===== src/rtl/irig_symbol_decoder_if.sv =====
// ---------------------------------------------------------------------------
// irig_symbol_decoder_if
// Bundle between the IRIG-B capture controller (master) and the symbol
// decoder (slave).
//   master -> slave : data_ready, high_count, ref_count
//   slave  -> master: in_frame, bit_valid, bit_class, bit_idx,
//                     frame_done, frame_bits, sync_err
// ---------------------------------------------------------------------------
interface irig_symbol_decoder_if #(
    parameter int CNT_W     = 24,
    parameter int FRAME_LEN = 100
);
    logic                 data_ready;
    logic [CNT_W-1:0]     high_count;
    logic [CNT_W-1:0]     ref_count;
    logic                 in_frame;
    logic                 bit_valid;
    logic [1:0]           bit_class;
    logic [6:0]           bit_idx;
    logic                 frame_done;
    logic [FRAME_LEN-1:0] frame_bits;
    logic                 sync_err;

    modport master (
        output data_ready, high_count, ref_count,
        input  in_frame, bit_valid, bit_class, bit_idx,
               frame_done, frame_bits, sync_err
    );

    modport slave (
        input  data_ready, high_count, ref_count,
        output in_frame, bit_valid, bit_class, bit_idx,
               frame_done, frame_bits, sync_err
    );
endinterface


===== src/rtl/irig_symbol_decoder.sv =====
// ---------------------------------------------------------------------------
// irig_symbol_decoder
// Classifies each measured IRIG-B high-pulse width as ZERO / ONE / MARKER /
// ERROR against the calibrated bit-period count, locks onto frame alignment
// (two consecutive markers), tracks the bit index through the 100-bit frame,
// verifies marker positions and publishes each completed frame.
//
// Ports:
//   clk        system clock
//   hard_rst_n asynchronous active-low reset
//   ce         clock enable; nothing changes while low
//   rst        synchronous soft clear (effective only when ce=1)
//   bus        irig_symbol_decoder_if.slave (strobe/counts in, results out)
// ---------------------------------------------------------------------------
module irig_symbol_decoder #(
    parameter int CNT_W     = 24,
    parameter int FRAME_LEN = 100
) (
    input  logic                  clk,
    input  logic                  hard_rst_n,
    input  logic                  ce,
    input  logic                  rst,
    irig_symbol_decoder_if.slave  bus
);
    localparam int PW = CNT_W + 5;
    localparam logic [6:0] LAST_IDX = 7'(FRAME_LEN - 1);

    typedef enum logic [1:0] {
        ST_SEARCH  = 2'd0,
        ST_PREMARK = 2'd1,
        ST_ALIGNED = 2'd2
    } state_t;

    typedef enum logic [1:0] {
        CLS_ZERO   = 2'b00,
        CLS_ONE    = 2'b01,
        CLS_MARKER = 2'b10,
        CLS_ERROR  = 2'b11
    } cls_t;

    state_t               state_q, state_d;
    logic [6:0]           idx_q, idx_d;
    logic [FRAME_LEN-1:0] shadow_q, shadow_d;
    logic [FRAME_LEN-1:0] frame_bits_q, frame_bits_d;
    logic                 in_frame_q, in_frame_d;
    logic                 bit_valid_q, bit_valid_d;
    logic [1:0]           bit_class_q, bit_class_d;
    logic [6:0]           bit_idx_q, bit_idx_d;
    logic                 frame_done_q, frame_done_d;
    logic                 sync_err_q, sync_err_d;

    // ---------------- classification ----------------
    // Thresholds sit at 11/32, 21/32 and 31/32 of the bit period; comparing
    // high*32 against p*k avoids any division.
    logic [PW-1:0] h32, p_ext, p11, p21, p31;
    cls_t          cls;

    always_comb begin
        h32   = {bus.high_count, 5'b0};
        p_ext = {5'b0, bus.ref_count};
        p11   = (p_ext << 3) + (p_ext << 1) + p_ext;
        p21   = (p_ext << 4) + (p_ext << 2) + p_ext;
        p31   = (p_ext << 5) - p_ext;
        if (bus.ref_count == '0) begin
            cls = CLS_ERROR;
        end else if (h32 < p11) begin
            cls = CLS_ZERO;
        end else if (h32 < p21) begin
            cls = CLS_ONE;
        end else if (h32 < p31) begin
            cls = CLS_MARKER;
        end else begin
            cls = CLS_ERROR;
        end
    end

    // ---------------- index tracking ----------------
    logic [6:0] idx_next;
    logic       marker_expected;
    logic       class_ok;

    always_comb begin
        idx_next        = (idx_q == LAST_IDX) ? 7'd0 : idx_q + 7'd1;
        // Position markers sit at 9, 19, ..., 99; the reference marker at 0.
        marker_expected = (idx_next == 7'd0) || ((idx_next % 7'd10) == 7'd9);
        class_ok        = marker_expected ? (cls == CLS_MARKER)
                                          : (cls == CLS_ZERO || cls == CLS_ONE);
    end

    // ---------------- next-state / output logic ----------------
    always_comb begin
        state_d      = state_q;
        idx_d        = idx_q;
        shadow_d     = shadow_q;
        frame_bits_d = frame_bits_q;
        in_frame_d   = in_frame_q;
        bit_valid_d  = bit_valid_q;
        bit_class_d  = bit_class_q;
        bit_idx_d    = bit_idx_q;
        frame_done_d = frame_done_q;
        sync_err_d   = sync_err_q;

        if (ce) begin
            if (rst) begin
                state_d      = ST_SEARCH;
                idx_d        = '0;
                shadow_d     = '0;
                frame_bits_d = '0;
                in_frame_d   = 1'b0;
                bit_valid_d  = 1'b0;
                bit_class_d  = '0;
                bit_idx_d    = '0;
                frame_done_d = 1'b0;
                sync_err_d   = 1'b0;
            end else begin
                bit_valid_d  = 1'b0;
                frame_done_d = 1'b0;
                sync_err_d   = 1'b0;
                if (bus.data_ready) begin
                    bit_valid_d = 1'b1;
                    bit_class_d = cls;
                    unique case (state_q)
                        ST_SEARCH: begin
                            bit_idx_d = '0;
                            if (cls == CLS_MARKER) state_d = ST_PREMARK;
                        end
                        ST_PREMARK: begin
                            bit_idx_d = '0;
                            if (cls == CLS_MARKER) begin
                                // Second marker in a row is the frame reference.
                                state_d    = ST_ALIGNED;
                                idx_d      = '0;
                                shadow_d   = '0;
                                in_frame_d = 1'b1;
                            end else begin
                                state_d = ST_SEARCH;
                            end
                        end
                        ST_ALIGNED: begin
                            bit_idx_d = idx_next;
                            if (class_ok) begin
                                idx_d              = idx_next;
                                shadow_d[idx_next] = (cls == CLS_ONE);
                                if (idx_next == LAST_IDX) begin
                                    frame_done_d = 1'b1;
                                    frame_bits_d = shadow_d;
                                    shadow_d     = '0;
                                end
                            end else begin
                                // A marker in the wrong slot may be the first
                                // of a new marker pair, so keep it.
                                sync_err_d = 1'b1;
                                in_frame_d = 1'b0;
                                shadow_d   = '0;
                                idx_d      = '0;
                                state_d    = (cls == CLS_MARKER) ? ST_PREMARK
                                                                 : ST_SEARCH;
                            end
                        end
                        default: begin
                            state_d = ST_SEARCH;
                        end
                    endcase
                end
            end
        end
    end

    always_ff @(posedge clk or negedge hard_rst_n) begin
        if (!hard_rst_n) begin
            state_q      <= ST_SEARCH;
            idx_q        <= '0;
            shadow_q     <= '0;
            frame_bits_q <= '0;
            in_frame_q   <= 1'b0;
            bit_valid_q  <= 1'b0;
            bit_class_q  <= '0;
            bit_idx_q    <= '0;
            frame_done_q <= 1'b0;
            sync_err_q   <= 1'b0;
        end else begin
            state_q      <= state_d;
            idx_q        <= idx_d;
            shadow_q     <= shadow_d;
            frame_bits_q <= frame_bits_d;
            in_frame_q   <= in_frame_d;
            bit_valid_q  <= bit_valid_d;
            bit_class_q  <= bit_class_d;
            bit_idx_q    <= bit_idx_d;
            frame_done_q <= frame_done_d;
            sync_err_q   <= sync_err_d;
        end
    end

    assign bus.in_frame   = in_frame_q;
    assign bus.bit_valid  = bit_valid_q;
    assign bus.bit_class  = bit_class_q;
    assign bus.bit_idx    = bit_idx_q;
    assign bus.frame_done = frame_done_q;
    assign bus.frame_bits = frame_bits_q;
    assign bus.sync_err   = sync_err_q;

endmodule

===== src/flat_wrapper.sv =====
// flat-port wrapper written by rule: the top's interface ports become plain ports
module irig_symbol_decoder_flat 
#(
    parameter int CNT_W     = 24,
    parameter int FRAME_LEN = 100
)
  (clk, hard_rst_n, ce, rst, bus_data_ready, bus_high_count, bus_ref_count, bus_in_frame, bus_bit_valid, bus_bit_class, bus_bit_idx, bus_frame_done, bus_frame_bits, bus_sync_err);
  irig_symbol_decoder_if #(.CNT_W(CNT_W), .FRAME_LEN(FRAME_LEN)) bus_i ();
  input  logic clk;
  input  logic hard_rst_n;
  input  logic ce;
  input  logic rst;
  input wire logic [$bits(bus_i.data_ready)-1:0] bus_data_ready;
  input wire logic [$bits(bus_i.high_count)-1:0] bus_high_count;
  input wire logic [$bits(bus_i.ref_count)-1:0] bus_ref_count;
  output wire logic [$bits(bus_i.in_frame)-1:0] bus_in_frame;
  output wire logic [$bits(bus_i.bit_valid)-1:0] bus_bit_valid;
  output wire logic [$bits(bus_i.bit_class)-1:0] bus_bit_class;
  output wire logic [$bits(bus_i.bit_idx)-1:0] bus_bit_idx;
  output wire logic [$bits(bus_i.frame_done)-1:0] bus_frame_done;
  output wire logic [$bits(bus_i.frame_bits)-1:0] bus_frame_bits;
  output wire logic [$bits(bus_i.sync_err)-1:0] bus_sync_err;
  assign bus_i.data_ready = bus_data_ready;
  assign bus_i.high_count = bus_high_count;
  assign bus_i.ref_count = bus_ref_count;
  assign bus_in_frame = bus_i.in_frame;
  assign bus_bit_valid = bus_i.bit_valid;
  assign bus_bit_class = bus_i.bit_class;
  assign bus_bit_idx = bus_i.bit_idx;
  assign bus_frame_done = bus_i.frame_done;
  assign bus_frame_bits = bus_i.frame_bits;
  assign bus_sync_err = bus_i.sync_err;
  irig_symbol_decoder #(.CNT_W(CNT_W), .FRAME_LEN(FRAME_LEN)) u_core (.clk(clk), .hard_rst_n(hard_rst_n), .ce(ce), .rst(rst), .bus(bus_i));
endmodule

===== config.mk =====
export PLATFORM = sky130hd
export DESIGN_NAME = irig_symbol_decoder_flat
export DESIGN_NICKNAME = d
export VERILOG_FILES = /design/src/rtl/irig_symbol_decoder_if.sv /design/src/rtl/irig_symbol_decoder.sv /design/src/flat_wrapper.sv
export SDC_FILE = /design/constraint.sdc
export NUM_CORES = 1
export LEC_CHECK = 0
export ABC_AREA = 1
export CAP_MARGIN = 10
export CORE_ASPECT_RATIO = 1.2
export CORE_MARGIN = 2
export CORE_UTILIZATION = 31
export DETAILED_ROUTE_END_ITERATION = 8
export MAX_ROUTING_LAYER = met4
export PLACE_DENSITY_LB_ADDON = 0.25
export SYNTH_ARGS = -nofsm -noshare
export SYNTH_HDL_FRONTEND = slang
export SYNTH_SLANG_ARGS = --single-unit

===== constraint.sdc =====
create_clock -name clk -period 4.3 [get_ports clk]
set_clock_uncertainty 0.2 [all_clocks]
set_input_delay 0.86 -clock clk [delete_from_list [all_inputs] [get_ports clk]]
set_output_delay 0.86 -clock clk [all_outputs]
set_load 0.005 [all_outputs]

==> summary by stage, run 1 <==
Placement
The post-placement cell count is 3,881. At the end of routability-driven placement, the weighted congestion stood at 0.8565. The pre-CTS worst setup slack is -3.090 ns. Detailed placement finished with a half-perimeter wire length of 44,990 um. Buffers placed on the I/O ports in this run total 165.

STA
The worst setup margin is -1.736 ns. Setup repair after global routing could not meet its margin everywhere. The number of setup violations in the final report is 214. Timing would allow up to 0.1657 GHz.

For the pin with the worst max-slew slack, the measured transition is 0.9327 ns. The final hold violation count came to 0. The max-slew violation count came to 0. Dividing the final minimum period by the clock period gives 140.4%.

The remaining max-slew budget at the tightest pin is 37.75%. For the finished layout, the period the worst path requires is 6.036 ns.

Critical path
For the worst flop-to-flop path, the logic depth is 38. For the worst setup path, the data required time is 4.53 ns. The category of the worst setup path capture point is a register. In this run the worst path has a maximum fanout of 7. The setup check on the worst reg-to-reg path leaves a slack of -0.38 ns.

The category of the most critical setup path is input pin to register. The worst setup path is launched from an input pin. The worst reg2reg path startpoint is u_core.idx_q[0]$_DFFE_PN0P_. For this run, the slowest stage of the critical path takes 0.34 ns. The slowest stage of the critical path belongs to the cell sky130_fd_sc_hd__ha_1. Data on the critical path arrives at its endpoint at 6.27 ns. Tracing the worst setup path back leads to its startpoint at bus_ref_count[2]. The cell that appears most often on the critical path is sky130_fd_sc_hd__nand2_2. The worst register-to-register path ends at u_core.bus.frame_bits[98]$_DFFE_PN0P_.

Logic synthesis
The area share of the largest cell type after synthesis is 28.22%. Counting every net in the synthesized netlist gives 2,924. Sorting the synthesized cells by area gives the leading types as sky130_fd_sc_hd__dfrtp_1 (28%), sky130_fd_sc_hd__nand2_1 (11%), sky130_fd_sc_hd__ha_1 (11%).

The leading cell type by number of instances after synthesis is sky130_fd_sc_hd__nand2_1. The fraction of registers with async set/reset is 100.0%. The commonest cells after synthesis are sky130_fd_sc_hd__nand2_1 (585), sky130_fd_sc_hd__nor2_1 (378), sky130_fd_sc_hd__inv_1 (259). The register bit count reported by yosys is 222.

The number of cells produced by synthesis is 2,674. The count of flip-flops with a built-in enable after synthesis is 0. The most frequently used flop master after synthesis is sky130_fd_sc_hd__dfrtp_1.

The largest area contributor in the netlist is sky130_fd_sc_hd__dfrtp_1. The synthesized netlist occupies a cell area of 19,690 um2. The number of warnings printed during yosys synthesis is 0. The count of cell types in the netlist is 57. Dividing the synthesized area by the synthesized cell count gives 7.363 um2. Sequential elements use 28.22% of the synthesized area.

Worst hold path
The worst min-delay path category is input pin to async pin.

Final layout
The number of nets at the end of the flow is 3,386. In the final layout, the share of cells above drive strength 1 is 27.74%. The number of antenna diodes in the final layout is 0. The finished layout holds 3,975 standard cells, fillers aside.

Relative to the synthesized area, the layout overhead comes to 39.29%.

Routing
The routed length per placed instance is 16.23 um. In this run the remaining antenna-violating nets after routing total 0. The amount of wire on met3 after detailed routing is 2514 um. The met2 layer wire length in the routed design is 33,930 um. The detailed-route via count is 19,470.

The detailed-router iteration count before antenna repair is 5. The number of remaining DRC errors is 0. The length of routed wiring on met1 is 26,320 um. For this block, the initial DRC count from the detailed router was 969. After detailed routing, the total wire length is 64,500 um. The highest layer touched by signal routing is met4. The average vias per placed instance is 4.899.

Clock tree
Hold repair after CTS inserted 0 buffers. The number of buffers added by the clock tree synthesis step is 23. In this run the clock root is driven by a sky130_fd_sc_hd__clkbuf_16.

The maximum buffer depth of the clock tree is 3. Clock-pin slew was measured on the worst setup and hold paths at 0.07 ns. The total number of H-tree levels is 1. TritonCTS built the clock tree.

The number of sinks handled by clock tree synthesis is 222. The clock reaches the later pin of the worst-skew pair after 0.53 ns.

Outcome
The final reports fail on setup timing. The run finished, with violations left.

Die
Measured along the y axis, the die boundary spans 280.1 um. The initial standard-cell utilization of the core is 31.22%. The die is 234.1 um wide. The area of the core is 63,060 um2. The top-level port count is 166. In this run the core area contains 101 standard-cell rows. The die covers 65,550 um2.

Global route
The first-pass GRT wire length is 99,160 um. The leftover overflow at the end of global routing is 0. The global router's overall resource usage is 19.25%. The via count of the first global-routing pass is 19,170. The number of antenna violations at the first check in global routing came to 0. Entering global routing, the biggest net connects 90 pins.

Power and ir drop
Across the VDD grid, the largest voltage drop is 0.2599 mV. The analysis attributes to cell leakage a power of 12.38 nW. For this design the ratio of total power to cell area is 354.0 nW/um2.

Flow run
Across the run, the number of max-cap violations was 0.
==> final cells by class <==
type | instances | area (um2)
tap | 824 | 1031
timing repair buffer | 560 | 5493
inverter | 272 | 1054
clock buffer | 33 | 643.1
sequential | 222 | 5555
fill | 6298 | 35630
multi-input combinational | 2057 | 13560
clock inverter | 7 | 87.58
==> cells by family after synthesis <==
logic type	after synthesis	synth area share [%]
buffers and inverters	397	9.799
AND/OR/NAND/NOR	1326	32.55
AO/OA/AOI/OAI	441	11.98
XOR/XNOR	90	4.004
adder cells (fa/ha/maj)	197	13.43
other	1	0.01905
flip-flops	222	28.22
==> critical path, delay by kind of cell <==
family          cells  cell delay [ns]
fa+ha+maj           4             1.02
simple gates       14             1.21
buf+inv             5             0.67
xor+xnor            2             0.27
compound gates     15             2.24
==> placed cells by master (no fill, tap or decap), types with 16 or more instances in the layout <==
cell,instances
sky130_fd_sc_hd__a21oi_2,18
sky130_fd_sc_hd__ha_1,159
sky130_fd_sc_hd__inv_1,251
sky130_fd_sc_hd__nand2_1,512
sky130_fd_sc_hd__o21ai_0,125
sky130_fd_sc_hd__clkbuf_16,35
sky130_fd_sc_hd__nand4_1,127
sky130_fd_sc_hd__xor2_1,49
sky130_fd_sc_hd__buf_6,21
sky130_fd_sc_hd__buf_4,329
sky130_fd_sc_hd__nand2_4,110
sky130_fd_sc_hd__dfrtp_1,222
sky130_fd_sc_hd__nor2_4,71
sky130_fd_sc_hd__nor3_1,16
sky130_fd_sc_hd__xnor2_1,40
sky130_fd_sc_hd__nand2_2,116
sky130_fd_sc_hd__nor2_2,34
sky130_fd_sc_hd__a21oi_1,109
sky130_fd_sc_hd__o21ai_1,117
sky130_fd_sc_hd__fa_1,23
sky130_fd_sc_hd__nor2_1,276
sky130_fd_sc_hd__nand3_1,36
sky130_fd_sc_hd__o21ai_2,16
sky130_fd_sc_hd__clkdlybuf4s50_1,152
sky130_fd_sc_hd__buf_12,24
==> state kept, by name, summed over array words and instances, names as in the netlist <==
signal / cells
u_core.state_q: 2
u_core.bus.frame_done: 1
u_core.idx_q: 7
u_core.bus.bit_idx: 7
u_core.shadow_q: 100
u_core.bus.sync_err: 1
u_core.bus.bit_valid: 1
u_core.bus.frame_bits: 100
u_core.bus.bit_class: 2
u_core.bus.in_frame: 1
==> routing by layer <==
metal | track usage, % | vias up
met1 | 22.54 | 9318
met4 | 5.875 | 0
met3 | 1.789 | 98
li1 | - | 9668
met5 | - | -
met2 | 34.57 | 390
==> where the power goes <==
| group | internal, mW | total [mW] | leakage [nW] | switching (mW) |
|---|---|---|---|---|
| Clock | 1.16 | 2.04 | 0.357 | 0.888 |
| Sequential | 2.30 | 2.53 | 3.07 | 0.230 |
| Combinational | 2.41 | 5.13 | 8.95 | 2.72 |
| Total | 5.87 | 9.71 | 12.4 | 3.84 |
==> how the worst max path moves through the flow <==
stage                                                        to  slack, ns  cells past startpoint
after floorplan                 u_core.shadow_q[65]$_DFFE_PN0P_      -1.46                     36
after detailed placement  u_core.bus.frame_bits[65]$_DFFE_PN0P_      -3.09                     39
after global placement    u_core.bus.frame_bits[65]$_DFFE_PN0P_      -2.99                     39
after CTS                  u_core.bus.frame_bits[4]$_DFFE_PN0P_      -1.84                     40
after global routing            u_core.shadow_q[80]$_DFFE_PN0P_      -2.13                     40
final                     u_core.bus.frame_bits[98]$_DFFE_PN0P_      -1.74                     40
==> timing repair <==
item                                   4_1_cts  5_1_grt
pin swaps                                   40       72
endpoints found under the hold margin        0        0
buffers inserted                            25        5
gates resized for setup                    175      247
gates cloned                                 9       16
setup endpoints to repair                  214      214
==> through the flow <==
| step | hold WS, ns | instance area [um2] | setup TNS (ns) | util [%] | total power, mW |
|---|---|---|---|---|---|
| 2_1_floorplan | 0.2639 | 19880 | -307.62 | - | 5.015 |
| 3_3_place_gp | 0.2709 | 24440 | -624.16 | 38.76 | 6.810 |
| 3_5_place_dp | 0.2714 | 24440 | -642.45 | 38.76 | 6.889 |
| 4_1_cts | 0.1053 | 26090 | -381.00 | 41.37 | 9.319 |
| 5_1_grt | 0.1323 | 27430 | -438.28 | 43.49 | 10.36 |
| 6_report | 0.1037 | 27430 | -355.43 | 43.49 | 9.710 |
Power figures use the tool's default switching activity.
==> inputs of run 2 (changes only) <==
PLACE_DENSITY_LB_ADDON = not set   (was 0.25)
==> summary by stage, run 2 (synthesized netlist as in run 1, its figures left out) <==
Die
The top-level port count was 166 (unchanged). The die outline width was 234.1 um (unchanged). The count of standard-cell rows came to 101 (unchanged). The overall die area is 65,550 um2 (unchanged).

The initial standard-cell utilization of the core is 31.22% (unchanged). The area of the core is 63,060 um2 (unchanged). The die outline height was 280.1 um (unchanged).

Placement
The routability congestion estimate is 0.9131 (+6.6%). The post-placement cell count is 3,917 (+0.93%). The HPWL reported at the end of detailed placement came to 44,130 um (-1.9%). The pre-CTS worst setup slack is -2.669 ns (+0.4216 ns). The cell area after placement is 24,750 um2 (+1.2%). The count of buffers from port buffering came to 165 (unchanged).

Critical path
The required time at the endpoint of the critical path came to 4.53 ns (about the same). The worst setup path is captured at a register. The logic depth of the worst register-to-register path is 39 (+2.6%).

The cell with the biggest individual delay on the critical path is sky130_fd_sc_hd__nor4b_4. The data arrival time of the critical path is 6.12 ns (-0.15 ns). The worst reg2reg path startpoint is u_core.idx_q[1]$_DFFE_PN0P_. In this run the worst setup path begins at bus_ref_count[2]. The type of element launching the critical path is an input pin. The number of buffer and inverter instances along the worst setup path was 9 (+4). The worst stage delay on the critical path was 0.32 ns (-0.02 ns).

The worst setup slack for register-to-register paths is -0.38 ns (about the same). The kind of cell with the highest combined delay on the critical path is simple AND/OR/NAND/NOR gates. The category of the most critical setup path is input pin to register. The worst flop-to-flop path endpoint is u_core.bus.frame_bits[17]$_DFFE_PN0P_.

The maximum net fanout on the critical path was 7 (unchanged).

Final layout
The fraction of final layout cells sized beyond drive strength 1 was 28.11% (+0.38 points). Leaving out fill and tap cells, the most frequent cells in the layout are sky130_fd_sc_hd__nand2_1 (470), sky130_fd_sc_hd__buf_4 (345), sky130_fd_sc_hd__nor2_1 (321). Leaving out fill and tap cells, the most frequent cell in the layout is sky130_fd_sc_hd__nand2_1.

The final instance count without filler cells came to 4,012 (+0.93%). The final-layout fill cell count came to 6,272 (-0.41%). The number of nets at the end of the flow was 3,422 (+1.1%). The layout overhead on the synthesized area is 39.66%.

The post-route cell area is 27,500 um2 (+0.26%).

Global route
The number of antenna violations at the first check in global routing is 1 (+1). The first-pass GRT wire length is 94,990 um (-4.2%). The pin count of the biggest net entering global routing is 71 (-21%). The via count of the first global-routing pass is 18,460 (-3.7%).

The leftover overflow at the end of global routing is 0 (unchanged). The global router's overall resource usage is 18.37% (-0.89 points).

STA
The worst setup margin came to -1.588 ns (+0.1481 ns). Setup repair after global routing could not meet its margin everywhere. The measured slew at the worst slew-check pin is 1.189 ns (+0.2561 ns).

The final hold violation count came to 0 (unchanged). The max-slew violation count was 0 (unchanged). The remaining max-slew budget at the tightest pin is 20.51% (-17 points). The final setup TNS is -320.60 ns (+34.83 ns). The smallest hold slack is 0.05406 ns (-0.04968 ns).

The maximum achievable frequency came to 0.1698 GHz (+2.5%). The shortest clock period the worst path allows after layout is 5.888 ns (-0.1481 ns). The number of setup violations in the final report is 214 (unchanged).

The period utilization is 136.9% (-3.4 points).

Clock tree
The TritonCTS clock tree is built. The number of sinks handled by clock tree synthesis came to 222 (unchanged). The source-to-sink clock delay at the later pin of the worst-skew pair came to 0.54 ns (about the same).

The clock transition at the registers of the reported paths is 0.06 ns (about the same). The maximum buffer depth of the clock tree is 3 (unchanged). The total number of H-tree levels is 1 (unchanged). The number of buffers added by the clock tree synthesis step is 24 (+4.3%). The library cell used as clock root buffer is sky130_fd_sc_hd__clkbuf_16. The number of buffers inserted by hold repair at cts is 0 (unchanged).

Worst hold path
The worst hold path belongs to the class input pin to async pin.

Flow run
The total of max-cap violations came to 0 (unchanged).

Power and ir drop
The leakage power of the design is 12.68 nW (+2.4%). The power density relative to cell area came to 351.3 nW/um2 (-0.77%). The peak supply drop was 0.2296 mV (-12%).

Outcome
The final reports fail on setup timing. The run finished, with violations left.

Routing
The number of remaining DRC errors is 0 (unchanged). The final routed wirelength across all metal layers is 61,560 um (-4.6%). The average vias per placed instance is 4.785 (-2.3%). The detailed-route via count is 19,200 (-1.4%).

The post-detailed-route count of antenna-violating nets was 0 (unchanged). The routed length per placed instance is 15.34 um (-5.4%). The detailed-router iteration count before antenna repair is 7 (+2). The number of DRC violations after detailed-routing iteration 0 is 971 (+0.21%).
run 2: cell types whose count changed in the layout (fill, tap and decap cells not counted), moves of 5 or more:
| cell | change |
|---|---|
| sky130_fd_sc_hd__nand2_2 | +29 |
| sky130_fd_sc_hd__nand2_4 | +13 |
| sky130_fd_sc_hd__clkbuf_16 | +5 |
| sky130_fd_sc_hd__buf_8 | +8 |
| sky130_fd_sc_hd__buf_12 | +8 |
| sky130_fd_sc_hd__nand2_1 | -42 |
| sky130_fd_sc_hd__nor2_1 | +45 |
| sky130_fd_sc_hd__nor2_4 | -62 |
| sky130_fd_sc_hd__nor2_2 | +17 |
| sky130_fd_sc_hd__buf_4 | +16 |
run 2: report_power, final:
group	switching, mW	leakage (nW)	internal, mW
clock network	0.879	0.370	1.14
registers	0.232	3.07	2.30
logic	2.62	9.24	2.48
total	3.73	12.7	5.93
run 2: worst max-delay path by stage:
stage | end | slack (ns) | cells past startpoint
5_1_grt | u_core.bus.frame_bits[31]$_DFFE_PN0P_ | -2.02 | 38
2_1_floorplan | u_core.shadow_q[65]$_DFFE_PN0P_ | -1.46 | 36
3_5_place_dp | u_core.bus.frame_bits[25]$_DFFE_PN0P_ | -2.67 | 38
3_3_place_gp | u_core.bus.frame_bits[15]$_DFFE_PN0P_ | -2.60 | 38
4_1_cts | u_core.bus.frame_bits[33]$_DFFE_PN0P_ | -1.58 | 41
6_report | u_core.bus.frame_bits[37]$_DFFE_PN0P_ | -1.59 | 43
run 2: per-stage QoR:
step / power, mW / util (%)
finish: 9.660 / 43.61
global route: 10.31 / 43.61
CTS: 9.217 / 41.75
detailed placement: 6.903 / 39.24
global placement: 6.860 / 39.24
floorplan: 5.015 / -
run 2: area by class of cell:
cell class / count / area [um2] / share of cell area, %
repair buffers: 594 / 5884 / 21.40
flip-flops and latches: 222 / 5555 / 20.20
multi-input cells: 2058 / 13230 / 48.11
clock inverters: 8 / 80.08 / 0.2912
diodes: 1 / 2.502 / 0.009100
well taps: 824 / 1031 / 3.749
clock buffers: 33 / 664.4 / 2.416
inverters: 272 / 1051 / 3.822
run 2: timing repair:
action,in CTS,in global routing
resized for setup,164,206
gates cloned,9,25
endpoints found under the setup margin,214,214
endpoints found under the hold margin,0,0
pin swaps,107,119
buffers inserted,16,4
run 2: metal layers:
| metal | share of wire [%] | wire (um) | track usage [%] |
|---|---|---|---|
| met1 | 43 | 26290 | 22.13 |
| met2 | 52 | 31710 | 32.79 |
| met3 | 3.8 | 2312 | 1.819 |
| met4 | 2.0 | 1243 | 4.187 |
| met5 | 0 | 0 | - |
==> inputs of run 3 (changes only) <==
CORE_UTILIZATION = 54   (was 31)
PLACE_DENSITY = 0.78   (was not set)
==> summary by stage, run 3 (synthesized netlist as in run 1, its figures left out) <==
Final layout
The fraction of the core area covered by cells at the end of the flow is 75.01% (+31 points). The area growth from synthesis to layout is 36.93%. The most frequent standard cell in the layout excluding fill and tap cells is sky130_fd_sc_hd__nand2_1. The count of antenna diodes in the layout is 0 (-1).

The final-layout fill cell count is 2,494 (-60%). The final instance count without filler cells was 3,638 (-9.3%). The post-route cell area is 26,960 um2 (-2.0%). The fraction of final layout cells sized beyond drive strength 1 is 27.48% (-0.64 points). In the layout the commonest cells are sky130_fd_sc_hd__nand2_1 (503), sky130_fd_sc_hd__nor2_1 (330), sky130_fd_sc_hd__buf_4 (324).

The number of nets at the end of the flow is 3,404 (-0.53%).

Global route
The number of antenna violations at the first check in global routing was 0 (-1). The first-pass GRT wire length came to 98,870 um (+4.1%). The pin count of the biggest net entering global routing was 114 (+61%). The leftover overflow at the end of global routing came to 0 (unchanged). The global router's overall resource usage came to 33.03% (+15 points). The via count of the first global-routing pass is 20,640 (+12%).

STA
Setup repair after global routing could not meet its margin everywhere. The worst setup margin was -1.930 ns (-0.3415 ns). The period utilization came to 144.9% (+7.9 points). The number of setup violations in the final report is 214 (unchanged). The max-slew violation count is 0 (unchanged).

The final hold violation count came to 0 (unchanged). The measured slew at the worst slew-check pin was 1.174 ns (-0.01491 ns). The remaining max-slew budget at the tightest pin came to 21.55% (+1.0 points). The smallest hold slack came to 0.1741 ns (+0.1200 ns). The maximum achievable frequency came to 0.1605 GHz (-5.5%). The shortest clock period the worst path allows after layout is 6.230 ns (+0.3415 ns).

Outcome
The flow ran to the end, but the final reports show violations. The final reports fail on setup timing.

Power and ir drop
The net switching component of the power is 3.923 mW (+5.0%). The leakage power of the design came to 12.62 nW (-0.51%). The switching share of power is 38.78% (+0.12 points). The relative contribution of sequential cells to total power is 25.0% (-1.2 points). The portion of total power attributed to combinational logic is 53.3% (+0.4 points). The cell-internal power is 6.193 mW (+4.5%). The part of the total power dissipated in the clock network is 21.7% (+0.8 points).

The power density relative to cell area is 375.2 nW/um2 (+6.8%). The peak supply drop came to 0.2522 mV (+9.8%).

Critical path
The largest individual stage delay along the critical path comes from the cell sky130_fd_sc_hd__fa_2. The maximum net fanout on the critical path is 17 (+10). The category of the worst setup path capture point is a register.

The category of the most critical setup path is input pin to register. The worst stage delay on the critical path is 0.41 ns (+0.09 ns). The worst setup path is launched from an input pin.

The data arrival time of the critical path is 6.51 ns (+0.39 ns). The required time at the endpoint of the critical path was 4.58 ns (+0.05 ns).

Routing
The detailed-route via count is 21,030 (+9.6%). The number of DRC violations after detailed-routing iteration 0 is 2,500 (+160%). The final routed wirelength across all metal layers is 65,680 um (+6.7%). The detailed-router iteration count before antenna repair is 8 (+1). The number of remaining DRC errors was 0 (unchanged). The average vias per placed instance is 5.781 (+21%). The routed length per placed instance is 18.05 um (+18%). The post-detailed-route count of antenna-violating nets was 0 (unchanged).

Worst hold path
In this run the worst hold path is classified as input pin to async pin.

Clock tree
The number of buffers inserted by hold repair at cts came to 0 (unchanged). TritonCTS built the clock tree. The tree is rooted in a sky130_fd_sc_hd__clkbuf_16. The number of sinks handled by clock tree synthesis is 222 (unchanged). The total number of H-tree levels is 1 (unchanged). The source-to-sink clock delay at the later pin of the worst-skew pair is 0.55 ns (about the same). The number of buffers added by the clock tree synthesis step is 22 (-8.3%). The maximum buffer depth of the clock tree is 3 (unchanged). The clock transition at the registers of the reported paths is 0.07 ns (about the same).

Placement
The pre-CTS worst setup slack was -2.987 ns (-0.3180 ns). The post-placement cell count is 3,511 (-10%). The count of buffers from port buffering is 165 (unchanged). The cell area after placement was 23,970 um2 (-3.1%). The routability congestion estimate is 0.9835 (+7.7%).

The HPWL reported at the end of detailed placement is 41,230 um (-6.6%).

Die
The count of standard-cell rows is 76 (-25%). The die outline height is 213.2 um (-24%). The overall die area was 38,010 um2 (-42%). The top-level port count was 166 (unchanged). The area of the core was 35,940 um2 (-43%).

The die outline width is 178.3 um (-24%). The initial standard-cell utilization of the core came to 54.78% (+24 points).

Flow run
The total of max-cap violations is 0 (unchanged).
run 3: path summary, 6_finish.rpt:
check,startpoint,to,slack [ns],depth (start not counted)
setup / recovery,bus_ref_count[1],u_core.bus.frame_bits[40]$_DFFE_PN0P_,-1.93,38
hold / removal,hard_rst_n,u_core.bus.frame_bits[81]$_DFFE_PN0P_,0.17,1
setup reg to reg,u_core.idx_q[1]$_DFFE_PN0P_,u_core.bus.frame_bits[63]$_DFFE_PN0P_,-0.54,38
hold reg to reg,u_core.bus.bit_valid$_DFFE_PN0P_,u_core.bus.bit_valid$_DFFE_PN0P_,0.29,2
max in group asynchronous,hard_rst_n,u_core.bus.frame_bits[18]$_DFFE_PN0P_,2.77,2
min in group clk,u_core.bus.bit_valid$_DFFE_PN0P_,u_core.bus.bit_valid$_DFFE_PN0P_,0.29,2
run 3: metal layers:
layer	track usage, %	vias up	part of all wire (%)
met5	-	-	0
met4	17.77	0	6.0
met3	4.647	354	8.2
met2	57.24	1095	50
met1	36.74	9881	36
li1	-	9701	-
run 3: cell type report:
type	count	area, um2	area share, %
Multi-Input combinational cell	2056	13180	48.88
Timing Repair Buffer	579	5767	21.39
Sequential cell	222	5555	20.61
Inverter	272	1056	3.917
Clock buffer	30	651.9	2.418
Tap cell	468	585.6	2.172
Clock inverter	10	156.4	0.5801
Timing Repair inverter	1	11.26	0.04177
run 3: critical path: cells and delay by family:
kind                     cells  cell delay (ns)
AND/OR/NAND/NOR             13             1.60
adder cells (fa/ha/maj)      3             1.03
buffers and inverters        8             0.92
XOR/XNOR                     2             0.35
AO/OA/AOI/OAI               12             1.72
run 3: per-stage QoR:
step	setup TNS, ns	total power [mW]
CTS	-324.44	9.548
floorplan	-307.62	5.015
detailed placement	-596.69	6.758
global route	-433.94	10.62
global placement	-557.78	6.618
finish	-361.30	10.12
run 3: power by group through the flow:
stage               sequential (mW)  clock, mW  combinational [mW]
global placement               2.56          0                4.06
detailed placement             2.56          0                4.20
floorplan                      2.57          0                2.45
finish                         2.53       2.20                5.39
CTS                            2.53       2.19                4.83
global route                   2.55       2.29                5.78
run 3: repair_timing:
| action | in CTS | in global routing |
|---|---|---|
| gates cloned | 14 | 19 |
| resized for setup | 214 | 153 |
| setup buffers | 35 | 31 |
| setup endpoints to repair | 214 | 214 |
| pin swaps | 66 | 33 |
